`src/rtl/wisc_pkg.sv`:
```
// wisc_pkg: shared decode constants for the register-destination path.
package wisc_pkg;

  localparam int unsigned WISC_NREG = 8;
  localparam int unsigned REGW      = $clog2(WISC_NREG);
  localparam int unsigned INSTR_W   = 16;
  localparam int unsigned REGDST_W  = 2;

  // Instruction field bit positions
  localparam int unsigned RS_HI = 10;
  localparam int unsigned RS_LO = 8;
  localparam int unsigned RT_HI = 7;
  localparam int unsigned RT_LO = 5;
  localparam int unsigned RD_HI = 4;
  localparam int unsigned RD_LO = 2;

  localparam logic [REGW-1:0] R7_IDX = REGW'(7);

  typedef enum logic [REGDST_W-1:0] {
    REGDST_RD = 2'b00,
    REGDST_RT = 2'b01,
    REGDST_RS = 2'b10,
    REGDST_R7 = 2'b11
  } regdst_e;

endpackage

```
`src/rtl/dest_resolve.sv`:
```
// dest_resolve: maps the decode destination select plus instruction word to a register number.
module dest_resolve
  import wisc_pkg::*;
(
  input  logic [REGDST_W-1:0] regdst_i,
  input  logic [INSTR_W-1:0]  instr_i,
  output logic [REGW-1:0]     dest_c_o
);

  // Opcode and function bits never name a register
  logic unused_instr_bits;
  assign unused_instr_bits = ^{instr_i[INSTR_W-1:RS_HI+1], instr_i[RD_LO-1:0]};

  // Select the destination field
  always_comb begin
    dest_c_o = '0;
    case (regdst_e'(regdst_i))
      REGDST_RD: dest_c_o = instr_i[RD_HI:RD_LO];
      REGDST_RT: dest_c_o = instr_i[RT_HI:RT_LO];
      REGDST_RS: dest_c_o = instr_i[RS_HI:RS_LO];
      REGDST_R7: dest_c_o = R7_IDX;
      default:   dest_c_o = '0;
    endcase
  end

endmodule

```
`src/rtl/wb_dest_tracker.sv`:
```
// wb_dest_tracker: carries resolved write destinations from issue to write-back,
// stalls issue on RAW hazards and drives the register-file write port.
// Optional build macro: WB_BYPASS_EN -- the register file writes before it reads,
// so a match only in the write-back stage does not stall.
module wb_dest_tracker
  import wisc_pkg::*;
#(
  parameter int unsigned DEPTH = 3,
  parameter int unsigned NREG  = 8
) (
  input  logic                    clk,
  input  logic                    rst,
  input  logic                    iss_valid,
  input  logic                    iss_regwr,
  input  logic [REGDST_W-1:0]     iss_regdst,
  input  logic [INSTR_W-1:0]      iss_instr,
  input  logic                    iss_rs_use,
  input  logic                    iss_rt_use,
  output logic                    iss_stall,
  input  logic                    pipe_hold,
  input  logic                    flush,
  output logic                    rf_wr_en,
  output logic [$clog2(NREG)-1:0] rf_wr_sel,
  output logic [2:0]              inflight
);

  localparam int unsigned RW   = $clog2(NREG);
  localparam int unsigned CNTW = 3;
`ifdef WB_BYPASS_EN
  localparam int unsigned HAZ_STAGES = DEPTH - 1;
`else
  localparam int unsigned HAZ_STAGES = DEPTH;
`endif

  logic [DEPTH-1:0] vld_q, vld_d;
  logic [RW-1:0]    dst_q [DEPTH];
  logic [RW-1:0]    dst_d [DEPTH];
  logic [CNTW-1:0]  inflight_q, inflight_d;
  logic [REGW-1:0]  res_dest;
  logic [RW-1:0]    rs_sel;
  logic [RW-1:0]    rt_sel;
  logic             hazard;
  logic             accept;

  function automatic logic [CNTW-1:0] count_valid(input logic [DEPTH-1:0] v);
    logic [CNTW-1:0] n;
    n = '0;
    for (int unsigned k = 0; k < DEPTH; k++) n = n + CNTW'(v[k]);
    return n;
  endfunction

  dest_resolve u_dest_resolve (
    .regdst_i (iss_regdst),
    .instr_i  (iss_instr),
    .dest_c_o (res_dest)
  );

  assign rs_sel = RW'(iss_instr[RS_HI:RS_LO]);
  assign rt_sel = RW'(iss_instr[RT_HI:RT_LO]);

  // RAW check of the incoming source fields against every live destination
  always_comb begin
    hazard = 1'b0;
    for (int unsigned k = 0; k < HAZ_STAGES; k++) begin
      if (vld_q[k] && ((iss_rs_use && (dst_q[k] == rs_sel)) ||
                       (iss_rt_use && (dst_q[k] == rt_sel)))) begin
        hazard = 1'b1;
      end
    end
  end

  assign iss_stall = pipe_hold | (iss_valid & hazard);
  assign accept    = iss_valid & ~iss_stall & ~flush & ~pipe_hold;

  // Stage advance: load at stage 0, shift down, flush squashes everything heading past WB
  always_comb begin
    vld_d = vld_q;
    dst_d = dst_q;
    if (!pipe_hold) begin
      vld_d[0] = accept & iss_regwr;
      dst_d[0] = RW'(res_dest);
      for (int unsigned k = 1; k < DEPTH; k++) begin
        vld_d[k] = vld_q[k-1] & ~flush;
        dst_d[k] = dst_q[k-1];
      end
    end
    inflight_d = count_valid(vld_d);
  end

  // Stage registers and in-flight count
  always_ff @(posedge clk or posedge rst) begin
    if (rst) begin
      vld_q      <= '0;
      inflight_q <= '0;
      for (int unsigned k = 0; k < DEPTH; k++) dst_q[k] <= '0;
    end else begin
      vld_q      <= vld_d;
      dst_q      <= dst_d;
      inflight_q <= inflight_d;
    end
  end

  // The write-back stage owns the register-file port; a hold blocks the write
  assign rf_wr_en  = vld_q[DEPTH-1] & ~pipe_hold;
  assign rf_wr_sel = dst_q[DEPTH-1];
  assign inflight  = inflight_q;

endmodule

```
`config.mk`:
```
export PLATFORM = sky130hd
export DESIGN_NAME = wb_dest_tracker
export DESIGN_NICKNAME = d
export VERILOG_FILES = /design/src/rtl/wisc_pkg.sv /design/src/rtl/dest_resolve.sv /design/src/rtl/wb_dest_tracker.sv
export SDC_FILE = /design/constraint.sdc
export NUM_CORES = 1
export LEC_CHECK = 0
export CELL_PAD_IN_SITES_DETAIL_PLACEMENT = 1
export CELL_PAD_IN_SITES_GLOBAL_PLACEMENT = 1
export CORE_MARGIN = 2
export CORE_UTILIZATION = 45
export DETAILED_ROUTE_END_ITERATION = 10
export DONT_BUFFER_PORTS = 1
export GPL_TIMING_DRIVEN = 0
export PLACE_DENSITY = 0.86
export SLEW_MARGIN = 10
export SYNTH_ARGS = -nofsm -noshare
export SYNTH_HDL_FRONTEND = slang
export SYNTH_HIERARCHICAL = 1
export SYNTH_SLANG_ARGS = --single-unit
```
`constraint.sdc`:
```
create_clock -name clk -period 2 [get_ports clk]
set_input_delay 0.1 -clock clk [delete_from_list [all_inputs] [get_ports clk]]
set_output_delay 0.1 -clock clk [all_outputs]
set_load 0.03 [all_outputs]
```
==> results of run 1 <==
## cells in the final DEF, fill, tap and decap left out, drive strengths merged
cell type    count
fa               1
o22a             3
nand2b           3
mux2            12
nand4bb          1
dfrtp           14
inv              1
a21boi           1
a21oi            1
a22o             1
nand2            4
buf              6
clkbuf           3
o21ai            2
xnor2           18
dlygate4sd3      1
nor2             3
nand4            6
nor2b            1
a22oi            1
conb             1
## flip-flops by register name (all words and copies together) (netlist names)
signal	count
vld_q	3
dst_q	6
rf_wr_sel	3
inflight	2
## power groups by stage
stage                     registers, mW  logic, mW  clock network (mW)
after floorplan                   0.369      0.195                   0
after global placement            0.382      0.209                   0
after detailed placement          0.385      0.218                   0
after CTS                         0.379      0.220               0.150
after global routing              0.388      0.244               0.169
final                             0.381      0.223               0.140
## through the flow
step | hold slack (ps) | setup WS [ps]
2_1_floorplan | -10.8 | 333
3_3_place_gp | 40.2 | 210
3_5_place_dp | 53.2 | 171
4_1_cts | 26.9 | 105
5_1_grt | 14.0 | -3.49
6_report | 35.7 | 146
## worst max-delay path by stage
stage / endpoint / slack, ps / cells after the start
after global placement: inflight[0] / 210 / 6
after CTS: iss_stall / 110 / 5
after floorplan: inflight[0] / 330 / 6
after global routing: inflight[0] / -3 / 6
final: inflight[0] / 150 / 6
after detailed placement: inflight[0] / 170 / 6
## repair_timing
action	in CTS	in global routing
endpoints found under the setup margin	0	2
hold buffers	1	0
hold endpoints to repair	14	0
setup buffers	0	0
resized for setup	0	2
## layout make-up
type / instances / share of cell area
multi-input cells: 59 / 0.523
flip-flops and latches: 14 / 0.363
plain buffers: 6 / 0.0415
well taps: 27 / 0.0350
clock buffers: 3 / 0.0233
repair buffers: 1 / 0.0104
inverters: 1 / 0.00389
## per-layer routing
metal	share of wire	routed length (um)	vias to the layer above	global-route usage
met2	0.53	996	12	0.315
li1	-	-	284	-
met5	0	0	-	0
met1	0.42	787	287	0.210
met3	0.038	71	4	0.0340
met4	0.013	24	0	0.0571
## cells by family (layout without fill, tap and decap cells)
group                      after synthesis  after routing  share of synthesized area
muxes                                   12             12                      0.152
other                                    1              1                    0.00423
buffers and inverters                    7             11                     0.0494
AOI/OAI and AO/OA                        9              9                     0.0832
and+or+nand+nor                         18             18                      0.116
DFF                                     14             14                      0.395
xor gates and xnor gates                18             18                      0.178
adders and majority gates                1              1                     0.0226
==> flow_summary.ini, run 1 <==
[run_status]
status = finished, final reports clean

[critical_path]
critPathSlowestCell = fa_1
path_max_fanout = 4
reg2reg_from = dst_q[7]
end_kind = flip-flop
critPathLaunchType = flip-flop
rr_endpoint = inflight[0]
critPathRequiredTime_ps = 2130
cpPeakStageDelay_ps = 490
ff2ff_path_depth = 6
r2r_slack_ps = 150
critPathTopFamily = adder cells
path_cells = xnor2_1, nand4_1, nand2_1, a22oi_2, a22o_1, fa_1
critPathBufInv = 0
crit_start = dst_q[7]
arrival_ps = 1990
crit_type = reg2reg

[finish]
drive_above_1_share = 0.274
n_fill_cell = 207
stdcell_area_um2 = 965
multi_input_area_um2 = 504
syn2layout_area_growth_pct = 8.74
final_util = 0.507
fin_nets = 113
regArea_um2 = 350
diodes = 0
stdcell_count = 111

[clock_network]
worst_skew_pair.late_latency_ps = 260
root_buffer = clkbuf_4
cts.path.max_buffers = 2
clock-sinks = 14
h-tree-depth = 1
cts_buffers = 3
clk_pin_slew_ps = 70
cts_tree = yes

[timing]
finClkSkew_ps = 0.703
slew_violations = 0
fin_crit_sh = 0.927
worst_pin_slew_ps = 588
tns_ps = 0
slew_headroom = 0.607
hold_violations = 0
max_freq_mhz = 539
setup_viol = 0
finalCriticalPeriod_ps = 1850

[logic_synthesis]
post-synth-top-count-cell = xnor2_1
syn-cell-area_um2 = 887
syn_area_per_cell_um2 = 11.1
synthCells = 80
synth_common_cells = xnor2_1 (18), dfrtp_1 (14), mux2_2 (9)
synth_top_area_frac = 0.395
synthDistinctLibCells = 22
yosysTopAreaCell = dfrtp_1
synth_async_sr_flop_share = 1.00
ys.flop_type = dfrtp_1
seq_area_frac_synth = 0.395
yosysWarningCount = 6
synth-edff-count = 0
synth-seq-cells = 14
syn_nets = 107
ys_top_cells_by_area = dfrtp_1 (39%), xnor2_1 (18%), mux2_2 (11%), nand4_1 (4.2%), mux2_1 (3.8%)

[hold_path]
hold_path.class = in2reg
worstHoldPathCells = 1
holdPathEnd = vld_q[2]
hp-start = flush

[floorplan]
core_um2 = 1900
ios = 34
die_w_um = 48.4
die_h_um = 48.4
dieArea_um2 = 2340
start_util = 0.466
fp-row-count = 16

[routing]
drc = 0
final_antenna_net_count = 0
drt-total-wl_um = 1880
viasPerCell = 5.29
post_drt_wl_per_cell_um = 16.9
drt_iter0_drc = 2
dr.pass1.iters = 3
num_vias = 587

[power_and_ir_drop]
p_sw_uw = 232
combPwrFrac = 0.300
switching_share = 0.312
p_leak_nw = 0.372
fin_total_pwr_uw = 744
irDropWorstVdd_uv = 412
p_int_uw = 511
power_density_nw_per_um2 = 771
power_frac_clock = 0.188
pwr-share-seq = 0.513

[place]
dp.cells = 107
hpwl_um = 1560
io_buffers = 0
place_area_um2 = 921
gp_congestion = 0.765

[run]
maxCapViolations = 0

[grt]
grt_use_total = 0.175
antenna_found_initial = 0
gr-total-overflow = 0
grt_pass1_vias = 695
grt_max_degree = 15
grt_pass1_wl_um = 3160
Power figures use the tool's default switching activity.
==> run 2, diff against run 1 <==
- CORE_MARGIN: 2 -> not set
==> run 2 against run 1 <==
Clock power grew 37%; critical path depth is 1 lower; largest cell class unchanged; core utilization increased by 3.4 points; register-to-register slack hardly changed; die area down 8.1%; hold slack got worse by 18 ps; flip-flop and latch count unchanged; first-iteration DRC count shrank 50%; total power grew 6.4%; clock skew increased by 3.6 ps; cell area did not move; maximum frequency fell by 2.0%.
==> flow_summary.ini, run 2 (synthesis gave the netlist of run 1 again) <==
[run_status]
status = finished, final reports clean

[timing]
finalCriticalPeriod_ps = 1890
timing.hold.ws_ps = 17.9
rsz0062_at_grt = false
slew_violations = 0
max_freq_mhz = 528
tns_ps = 0
setup_viol = 0
fin_crit_sh = 0.946
setup_ws_ps = 107
finClkSkew_ps = 4.27
hold_violations = 0
worst_pin_slew_ps = 645
slew_headroom = 0.571

[power_and_ir_drop]
power_density_nw_per_um2 = 820
p_int_uw = 549
fin_total_pwr_uw = 791
pwr-share-seq = 0.483
switching_share = 0.306
combPwrFrac = 0.274
power_frac_clock = 0.243
p_sw_uw = 242
irDropWorstVdd_uv = 512
p_leak_nw = 0.373

[finish]
stdcell_area_um2 = 965
fin_nets = 113
syn2layout_area_growth_pct = 8.74
layout_commonest_cell = xnor2_1
n_fill_cell = 200
final_util = 0.541
stdcell_count = 110
final_cell_mix = xnor2_1 (18), dfrtp_1 (14), mux2_2 (9)
drive_above_1_share = 0.259
largest_reg_flops = 6
regMostFlops = dst_q
diodes = 0

[critical_path]
ff2ff_path_depth = 6
critPathRequiredTime_ps = 1900
r2r_slack_ps = 150
crit_type = reg2out
end_kind = output port
arrival_ps = 1790
path_max_fanout = 4
critPathLaunchType = flip-flop

[place]
io_buffers = 0
dp.cells = 105
gp_congestion = 0.800
hpwl_um = 1470
place_area_um2 = 918
preCtsSetupSlack_ps = 154

[grt]
antenna_found_initial = 0
grt_use_total = 0.205
grt_pass1_vias = 683
grt_max_degree = 15
grt_pass1_wl_um = 3020
gr-total-overflow = 0

[floorplan]
core_um2 = 1780
start_util = 0.498
die_w_um = 46.4
die_h_um = 46.4
dieArea_um2 = 2150
fp-row-count = 15
ios = 34

[clock_network]
root_buffer = clkbuf_4
cts_setup_buffers = 0
cts_buffers = 3
cts.path.max_buffers = 2
h-tree-depth = 1
ctsResizeCount = 0
clk_pin_slew_ps = 80
worst_skew_pair.late_latency_ps = 270
cts_tree = yes
clock-sinks = 14

[hold_path]
hold_path.class = in2reg
worstHoldPathCells = 1

[routing]
dr.pass1.iters = 2
wl_met3_um = 70
highest_layer = met4
viasPerCell = 5.35
post_drt_wl_per_cell_um = 16.6
drc = 0
drt-met1-wl_um = 842
num_vias = 589
final_antenna_net_count = 0
drt_iter0_drc = 1
drt-total-wl_um = 1820
wl_met2_um = 897

[run]
maxCapViolations = 0
-- run 2: routing by layer --
metal,up-vias,global-route usage
met5,-,0
met3,2,0.0235
met2,14,0.342
li1,284,-
met1,289,0.280
met4,0,0.0529
-- run 2: worst paths after layout --
path,from,to
worst max-delay path,rf_wr_sel[0],iss_stall
worst min-delay path,flush,vld_q[2]
worst max register to register,rf_wr_sel[0],inflight[0]
worst min register to register,vld_q[2],vld_q[2]
max in group asynchronous,rst,dst_q[4]
min in group asynchronous,rst,inflight[1]
-- run 2: power by group through the flow --
stage	clock (mW)	combinational [mW]	sequential, mW
6_report	0.192	0.217	0.382
5_1_grt	0.210	0.236	0.387
4_1_cts	0.199	0.220	0.381
3_5_place_dp	0	0.217	0.386
3_3_place_gp	0	0.208	0.382
2_1_floorplan	0	0.195	0.369
-- run 2: final cells by class --
type,instances,area (um2),area share
multi-input combinational,59,493,0.511
sequential,14,350,0.363
buffer,6,40.0,0.0415
clock buffer,4,36.3,0.0376
tap,25,31.3,0.0324
timing repair buffer,1,10.0,0.0104
inverter,1,3.75,0.00389
-- run 2: what timing repair did --
| action | in CTS | in global routing |
|---|---|---|
| endpoints found under the hold margin | 14 | 0 |
| hold buffers | 1 | 0 |
| setup endpoints to repair | 0 | 0 |
-- run 2: worst max-delay path, stage by stage, from the launching register on --
cell and delay [ps]:
dfrtp_1 440, xnor2_1 180, nand4_1 140, a21boi_2 170
nor2_1 50, a21oi_1 540
